`src/rtl/hrm_pkg.sv`:
```
// Shared types for the data-RAM arbiter.
// Holds FSM state encoding and requester IDs.
package hrm_pkg;

  typedef enum logic [1:0] {
    IDLE    = 2'b00,
    ACCESS  = 2'b01,
    CAPTURE = 2'b10,
    DONE    = 2'b11
  } state_t;

  localparam logic CPU = 1'b0;
  localparam logic DBG = 1'b1;

endpackage

```
`src/rtl/hrm_rr_pick2.sv`:
```
// Two-requester round-robin pick (combinational).
// Ports: elig[0]=CPU, elig[1]=DBG, last_grant in; grant_valid, grant_id out.
module hrm_rr_pick2
  import hrm_pkg::*;
(
  input  logic [1:0] elig,
  input  logic       last_grant,
  output logic       grant_valid,
  output logic       grant_id
);

  always_comb begin
    grant_valid = |elig;
    grant_id    = CPU;
    if (&elig)
      grant_id = ~last_grant;
    else if (elig[1])
      grant_id = DBG;
  end

endmodule

```
`src/rtl/hrm_mem_arbiter.sv`:
```
// Arbitrates the synchronous-read data RAM between CPU and debug port.
// Ports: clk/i_rst; c_* CPU side; d_* debug side + lock; m_* RAM side; busy.
module hrm_mem_arbiter
  import hrm_pkg::*;
#(
  parameter int ADDR_W = 8,
  parameter int DATA_W = 8
) (
  input  logic              clk,
  input  logic              i_rst,
  input  logic              c_req,
  input  logic              c_we,
  input  logic [ADDR_W-1:0] c_addr,
  input  logic [DATA_W-1:0] c_wdata,
  output logic [DATA_W-1:0] c_rdata,
  output logic              c_ack,
  input  logic              d_req,
  input  logic              d_we,
  input  logic [ADDR_W-1:0] d_addr,
  input  logic [DATA_W-1:0] d_wdata,
  output logic [DATA_W-1:0] d_rdata,
  output logic              d_ack,
  input  logic              d_lock,
  output logic              d_lock_ack,
  output logic [ADDR_W-1:0] m_addr,
  output logic              m_we,
  output logic [DATA_W-1:0] m_wdata,
  input  logic [DATA_W-1:0] m_rdata,
  output logic              busy
);

  state_t state_q, state_d;
  logic   gnt_q;
  logic   last_q;
  logic   we_q;
  logic   gv;
  logic   gid;
  logic   take;

  hrm_rr_pick2 u_pick (
    .elig        ({d_req, c_req & ~d_lock_ack}),
    .last_grant  (last_q),
    .grant_valid (gv),
    .grant_id    (gid)
  );

  assign take = (state_q == IDLE) && gv;

  always_comb begin
    state_d = state_q;
    unique case (state_q)
      IDLE:    if (gv) state_d = ACCESS;
      ACCESS:  state_d = CAPTURE;
      CAPTURE: state_d = DONE;
      DONE:    state_d = IDLE;
    endcase
  end

  always_ff @(posedge clk or posedge i_rst) begin
    if (i_rst) begin
      state_q    <= IDLE;
      gnt_q      <= CPU;
      last_q     <= DBG;
      we_q       <= 1'b0;
      m_addr     <= '0;
      m_wdata    <= '0;
      c_rdata    <= '0;
      d_rdata    <= '0;
      d_lock_ack <= 1'b0;
    end else begin
      state_q <= state_d;
      if (take) begin
        gnt_q   <= gid;
        last_q  <= gid;
        we_q    <= (gid == DBG) ? d_we    : c_we;
        m_addr  <= (gid == DBG) ? d_addr  : c_addr;
        m_wdata <= (gid == DBG) ? d_wdata : c_wdata;
      end
      if (state_q == CAPTURE && !we_q) begin
        if (gnt_q == DBG) d_rdata <= m_rdata;
        else              c_rdata <= m_rdata;
      end
      // Lock is only taken between transactions, so any
      // CPU access already underway runs to completion.
      if (!d_lock)
        d_lock_ack <= 1'b0;
      else if (state_q == IDLE)
        d_lock_ack <= 1'b1;
    end
  end

  assign m_we  = we_q && (state_q == ACCESS);
  assign c_ack = (state_q == DONE) && (gnt_q == CPU);
  assign d_ack = (state_q == DONE) && (gnt_q == DBG);
  assign busy  = (state_q != IDLE);

endmodule

```
`config.mk`:
```
export PLATFORM = sky130hd
export DESIGN_NAME = hrm_mem_arbiter
export DESIGN_NICKNAME = d
export VERILOG_FILES = /design/src/rtl/hrm_pkg.sv /design/src/rtl/hrm_rr_pick2.sv /design/src/rtl/hrm_mem_arbiter.sv
export SDC_FILE = /design/constraint.sdc
export NUM_CORES = 1
export LEC_CHECK = 0
export ABC_AREA = 0
export BUFFER_PORTS_ARGS = -buffer_cell sky130_fd_sc_hd__buf_2
export CAP_MARGIN = 10
export CELL_PAD_IN_SITES_DETAIL_PLACEMENT = 1
export CELL_PAD_IN_SITES_GLOBAL_PLACEMENT = 1
export CORE_MARGIN = 3
export CORE_UTILIZATION = 38
export DETAILED_ROUTE_END_ITERATION = 10
export PLACE_DENSITY_LB_ADDON = 0.1
export SLEW_MARGIN = 20
export SYNTH_ARGS = -nofsm -noshare
export SYNTH_HDL_FRONTEND = slang
export SYNTH_SLANG_ARGS = --single-unit
```
`constraint.sdc`:
```
create_clock -name clk -period 4.6 [get_ports clk]
set_input_delay 0.69 -clock clk [delete_from_list [all_inputs] [get_ports clk]]
set_output_delay 0.69 -clock clk [all_outputs]
set_load 0.005 [all_outputs]
```
==> results.py, run 1 <==
metrics = {
    "status": {
        "status": "completed",
    },
    "routing": {
        "dr.pass1.iters": 4,
        "postRouteAntennaNets": 0,
        "vias": 1639,
        "post_drt_via_cell_ratio": 5.07,
        "drt-total-wl_mm": 5.09,
        "routedWlPerCell_um": 15.8,
        "drtIter0Drc": 112,
        "post-route-drc-count": 0,
    },
    "sta": {
        "relSlewSlack_pct": 26.3,
        "drv_slew": 0,
        "fin_crit_ns": 2.56,
        "rsz0062_at_grt": "no",
        "fmax_mhz": 390,
        "hold_viol": 0,
        "worst_pin_slew_ns": 1.11,
        "setup_viol": 0,
        "finClkSkew_ns": 0.00583,
        "fin_crit_sh_pct": 55.7,
        "fin_tns_setup_ns": 0,
    },
    "floorplan": {
        "die_x_um": 78.2,
        "dieArea_um2": 6120,
        "ios": 84,
        "core_um2": 4880,
        "num_rows": 25,
        "initial_core_util_pct": 40.6,
        "die_h_um": 78.2,
    },
    "clocking": {
        "clkLatencyLatePin_ns": 0.28,
        "cts_buffers": 5,
        "cts_setup_buffers": 0,
        "holdBufCountCts": 0,
        "htreeDepth": 2,
        "clock_sinks": 38,
        "cts_resized": 0,
        "cts.path.max_buffers": 2,
        "root_buffer": "clkbuf_8",
        "cts_tree": "done",
        "clkTransAtPathRegs_ns": 0.07,
    },
    "grt": {
        "grt_pass1_vias": 1712,
        "grt_max_degree": 41,
        "antenna_found_initial": 0,
        "gr-total-overflow": 0,
        "track_usage_pct": 17.7,
        "grt_pass1_wl_mm": 8.48,
    },
    "logic_synthesis": {
        "synth-edff-count": 0,
        "syn-num-nets": 231,
        "synth_area_um2": 1980,
        "yosysTopAreaCell": "dfrtp_1",
        "yosysMostFrequentCell": "dfrtp_1",
        "syn_inst": 180,
        "syn_avg_cell_area_um2": 11.0,
        "synth_common_cells": "37 x dfrtp_1, 22 x inv_1, 18 x nand2_1",
        "synth.area.top_cells": "dfrtp_1 47%, mux2_2 9.7%, o221a_1 7.9%",
        "synth_top_cell_area_share_pct": 46.7,
        "yosys_warnings": 0,
        "ys_types": 28,
        "synthArstFlopShare_pct": 100,
        "synth-seq-cells": 38,
        "synth-main-ff-cell": "dfrtp_1",
        "ys_seq_area_share_pct": 48.0,
    },
    "placement": {
        "hpwlAfterDp_mm": 3.69,
        "port_buffers": 83,
        "gp_congestion": 0.782,
        "placedCellCount": 316,
    },
    "min_path": {
        "hold_path.class": "reg -> reg",
        "hold_start": "d_rdata[5]",
    },
    "power_and_ir_drop": {
        "powerDensity_nw_per_um2": 628,
        "p_leak_uw": 0.00124,
        "ir_worst_vdd_mv": 0.263,
    },
    "setup_path": {
        "crit_path_end_kind": "primary output",
        "cp.required_ns": 3.91,
        "cpPeakStageDelay_ns": 0.74,
        "cp_cell_sequence": "inv_1, ha_1, inv_1, buf_2",
        "crit_type": "reg -> out",
        "crit_path_frequent_cell": "inv_1",
        "worstSetupStartpoint": "state_q[1]",
        "cp_slowest_cell": "ha_1",
        "r2r-start": "state_q[1]",
        "crit_family": "adder cells",
        "cp_max_fo": 24,
        "critPathBufInv": 3,
        "startpoint_type": "flip-flop",
        "arrival_ns": 1.87,
    },
    "finish": {
        "n_antenna_cell": 0,
        "final_cells": 323,
        "drive_above_1_share_pct": 45.7,
        "area_delta_synth_final_pct": 26.1,
        "num-nets-final": 307,
    },
    "job": {
        "maxCapViolCount": 0,
    },
}
[metal layers]
metal  part of all wire [%]  GRT usage [%]  vias up
li1                       -              -      793
met1                     45           23.4      793
met2                     48           28.6       47
met3                    5.6           4.93        6
met4                    1.1           4.72        0
met5                      0              0        -
[cells in the final DEF, fill, tap and decap left out]
cell,synthesis,final
dfrtp_1,37,37
nor3b_4,1,1
buf_2,6,83
o221a_1,14,14
mux2_2,17,17
dfstp_2,1,1
and2_1,2,2
nor2b_1,1,1
o21a_1,1,1
bufinv_16,0,1
nor2_1,1,1
a21oi_1,1,1
nor3_1,2,2
clkbuf_8,0,6
o21ai_4,1,1
inv_1,22,22
a22oi_2,2,2
o221a_2,3,3
nand3_1,1,1
a22oi_1,15,15
and3b_1,1,1
nand2_1,18,18
ha_1,4,4
buf_4,1,1
o21ai_0,17,17
and2b_4,1,1
a32o_1,2,2
[cell type report]
class	count	area [um2]
fill	585	2380
sequential	38	952
multi-input combinational	105	847
timing repair buffer	84	423
tap	67	83.8
clock buffer	6	82.6
inverter	22	82.6
clock inverter	1	30.0
[worst paths after layout]
path / to / slack, ns / cells past startpoint
max: busy / 2.04 / 4
min: d_rdata[5] / 0.50 / 1
max reg2reg: state_q[1] / 2.44 / 5
min reg2reg: d_rdata[5] / 0.50 / 1
max in group asynchronous: last_q / 3.70 / 3
min in group asynchronous: d_rdata[6] / 0.54 / 3
[kinds of logic (layout without fill, tap and decap cells)]
family | Yosys count | in the layout | synth area share (%)
fa+ha+maj | 4 | 4 | 2.52
buf+inv | 37 | 113 | 9.27
flops | 38 | 38 | 48.0
mux | 17 | 17 | 9.65
compound gates | 56 | 56 | 23.3
simple gates | 28 | 28 | 7.19
[flip-flops by register name, indices dropped and copies added (netlist names)]
| signal | cells |
|---|---|
| m_addr | 8 |
| we_q | 1 |
| state_q | 2 |
| d_lock_ack | 1 |
| last_q | 1 |
| d_rdata | 8 |
| c_rdata | 8 |
| m_wdata | 8 |
| gnt_q | 1 |
[worst register-to-register path, delay by kind of cell (launching register included)]
kind	cells	cell delay [ns]
adders and majority gates	1	0.74
buffers and inverters	2	0.25
DFF	1	0.43
muxes	1	0.36
and+or+nand+nor	1	0.27
[power by group]
group / switching, uW / total, uW / internal (uW)
clock network: 111 / 285 / 173
registers: 95.0 / 603 / 508
logic: 328 / 682 / 354
[metrics by stage]
step	area (um2)	hold slack, ns	setup slack (ns)	util [%]	total power [uW]
final	2500	0.499	2.04	51.3	1570
after global routing	2500	0.527	1.84	51.3	1710
after CTS	2500	0.506	2.03	51.3	1600
after detailed placement	2390	0.490	2.32	48.9	1310
after global placement	2390	0.483	2.39	48.9	1280
after floorplan	1980	0.504	3.00	-	1050
(Power assumes the default switching activity.)
==> run 2: changes to the inputs <==
Settings changed: CORE_UTILIZATION 38 to 32.
Clock period 4.6 ns to 2.2 ns, I/O delays scaled along.
==> run 2 against run 1 <==
Worst setup slack worse by 1.5 ns. Largest cell class unchanged. Non-clock buffer count is 6 higher. Critical endpoint is now c_rdata[6]. Sequential share of layout area is 0.73 points lower.
==> results.py, run 2 (synthesis gave the netlist of run 1 again) <==
metrics = {
    "routing": {
        "post_drt_via_cell_ratio": 4.96,
        "drtIter0Drc": 36,
        "routedWlPerCell_um": 15.7,
        "drt-total-wl_mm": 5.32,
        "vias": 1677,
        "post-route-drc-count": 0,
        "dr.pass1.iters": 4,
        "postRouteAntennaNets": 0,
    },
    "finish": {
        "final_util_pct": 42.8,
        "n_antenna_cell": 0,
        "final_cell_mix": "83 x buf_2, 37 x dfrtp_1, 22 x inv_1, 18 x nand2_1",
        "area_delta_synth_final_pct": 28.6,
        "num-nets-final": 313,
        "drive_above_1_share_pct": 46.4,
        "final_common_cell": "buf_2",
    },
    "floorplan": {
        "core_um2": 5960,
        "ios": 84,
        "num_rows": 28,
        "initial_core_util_pct": 33.3,
        "dieArea_um2": 7180,
        "die_x_um": 84.7,
        "die_h_um": 84.7,
    },
    "setup_path": {
        "critPathBufInv": 1,
        "cp.required_ns": 2.37,
        "crit_type": "reg -> reg",
        "arrival_ns": 1.80,
        "cp_cell_sequence": "inv_1, ha_1, nor3b_4, mux2_2",
        "startpoint_type": "flip-flop",
        "crit_path_end_kind": "flip-flop",
        "cp_max_fo": 8,
        "cpPeakStageDelay_ns": 0.43,
        "crit_family": "simple AND/OR/NAND/NOR gates",
        "cp_slowest_cell": "nor3b_4",
    },
    "sta": {
        "fin_tns_setup_ns": 0,
        "fmax_mhz": 617,
        "fin_crit_ns": 1.62,
        "finClkSkew_ns": 0.00588,
        "hold_viol": 0,
        "layout_setup_ws_ns": 0.578,
        "relSlewSlack_pct": 59.9,
        "fin_crit_sh_pct": 73.7,
        "worst_pin_slew_ns": 0.600,
        "setup_viol": 0,
        "rsz0062_at_grt": "no",
        "drv_slew": 0,
    },
    "grt": {
        "gr-total-overflow": 0,
        "grt_max_degree": 39,
        "grt_pass1_vias": 1718,
        "track_usage_pct": 15.2,
        "grt_pass1_wl_mm": 8.72,
        "antenna_found_initial": 0,
    },
    "placement": {
        "gp_congestion": 0.743,
        "pre_cts_ws_ns": 0.557,
        "hpwlAfterDp_mm": 3.90,
        "port_buffers": 83,
    },
    "clocking": {
        "cts.path.max_buffers": 2,
        "root_buffer": "clkbuf_8",
        "holdBufCountCts": 0,
        "cts_tree": "done",
        "cts_setup_buffers": 0,
        "clock_sinks": 38,
        "clkTransAtPathRegs_ns": 0.08,
        "htreeDepth": 2,
        "cts_resized": 0,
        "clkLatencyLatePin_ns": 0.29,
        "cts_buffers": 5,
    },
    "power_and_ir_drop": {
        "powerDensity_nw_per_um2": 1300,
        "p_leak_uw": 0.00127,
        "ir_worst_vdd_mv": 0.462,
    },
    "status": {
        "status": "completed",
    },
    "job": {
        "maxCapViolCount": 0,
    },
    "min_path": {
        "hold_path.class": "in -> async",
    },
}
## run 2: cell types whose count changed in the layout (fill, tap and decap cells not counted)
cell / change
clkbuf_1: +2
buf_4: +6
clkbuf_8: -1
## run 2: power breakdown
part	leakage [uW]	total [uW]	internal (uW)	switching, uW
combinational	0.000776	1460	774	688
clock	0.0000524	588	340	248
sequential	0.000437	1270	1060	207
## run 2: through the flow
stage	instance area, um2	power [uW]	std cells	hold WS (ns)
3_5_place_dp	2440	2780	330	0.484
4_1_cts	2550	3380	338	0.173
5_1_grt	2550	3610	338	0.199
6_report	2550	3320	338	0.158
3_3_place_gp	2440	2740	330	0.482
2_1_floorplan	1980	2200	180	0.452
## run 2: final cells by class
cell class,instances,area (um2)
clock buffers,7,76.3
clock inverters,1,30.0
fillers,705,3410
inverters,22,82.6
multi-input cells,105,847
flip-flops and latches,38,952
well taps,75,93.8
repair buffers,90,468
## run 2: worst paths after layout
| kind | start | end | slack (ns) | cells past startpoint |
|---|---|---|---|---|
| min in group clk | d_lock | d_lock_ack | 0.25 | 2 |
| hold reg to reg | c_rdata[2] | c_rdata[2] | 0.50 | 1 |
| setup reg to reg | state_q[0] | c_rdata[6] | 0.58 | 4 |
| setup / recovery | state_q[0] | c_rdata[6] | 0.58 | 4 |
| hold / removal | i_rst | m_wdata[1] | 0.16 | 3 |
| max in group asynchronous | i_rst | last_q | 1.68 | 3 |
## run 2: tightest hold or removal path, stage by stage
cell	delay [ns]
buf_2	0.10
inv_1	0.04
buf_4	0.42
## run 2: per-layer routing
layer | vias up | track usage (%) | part of all wire, %
li1 | 804 | - | -
met1 | 825 | 21.0 | 47
met2 | 44 | 23.9 | 47
met3 | 4 | 3.83 | 5.2
met4 | 0 | 3.88 | 0.92
met5 | - | 0 | 0
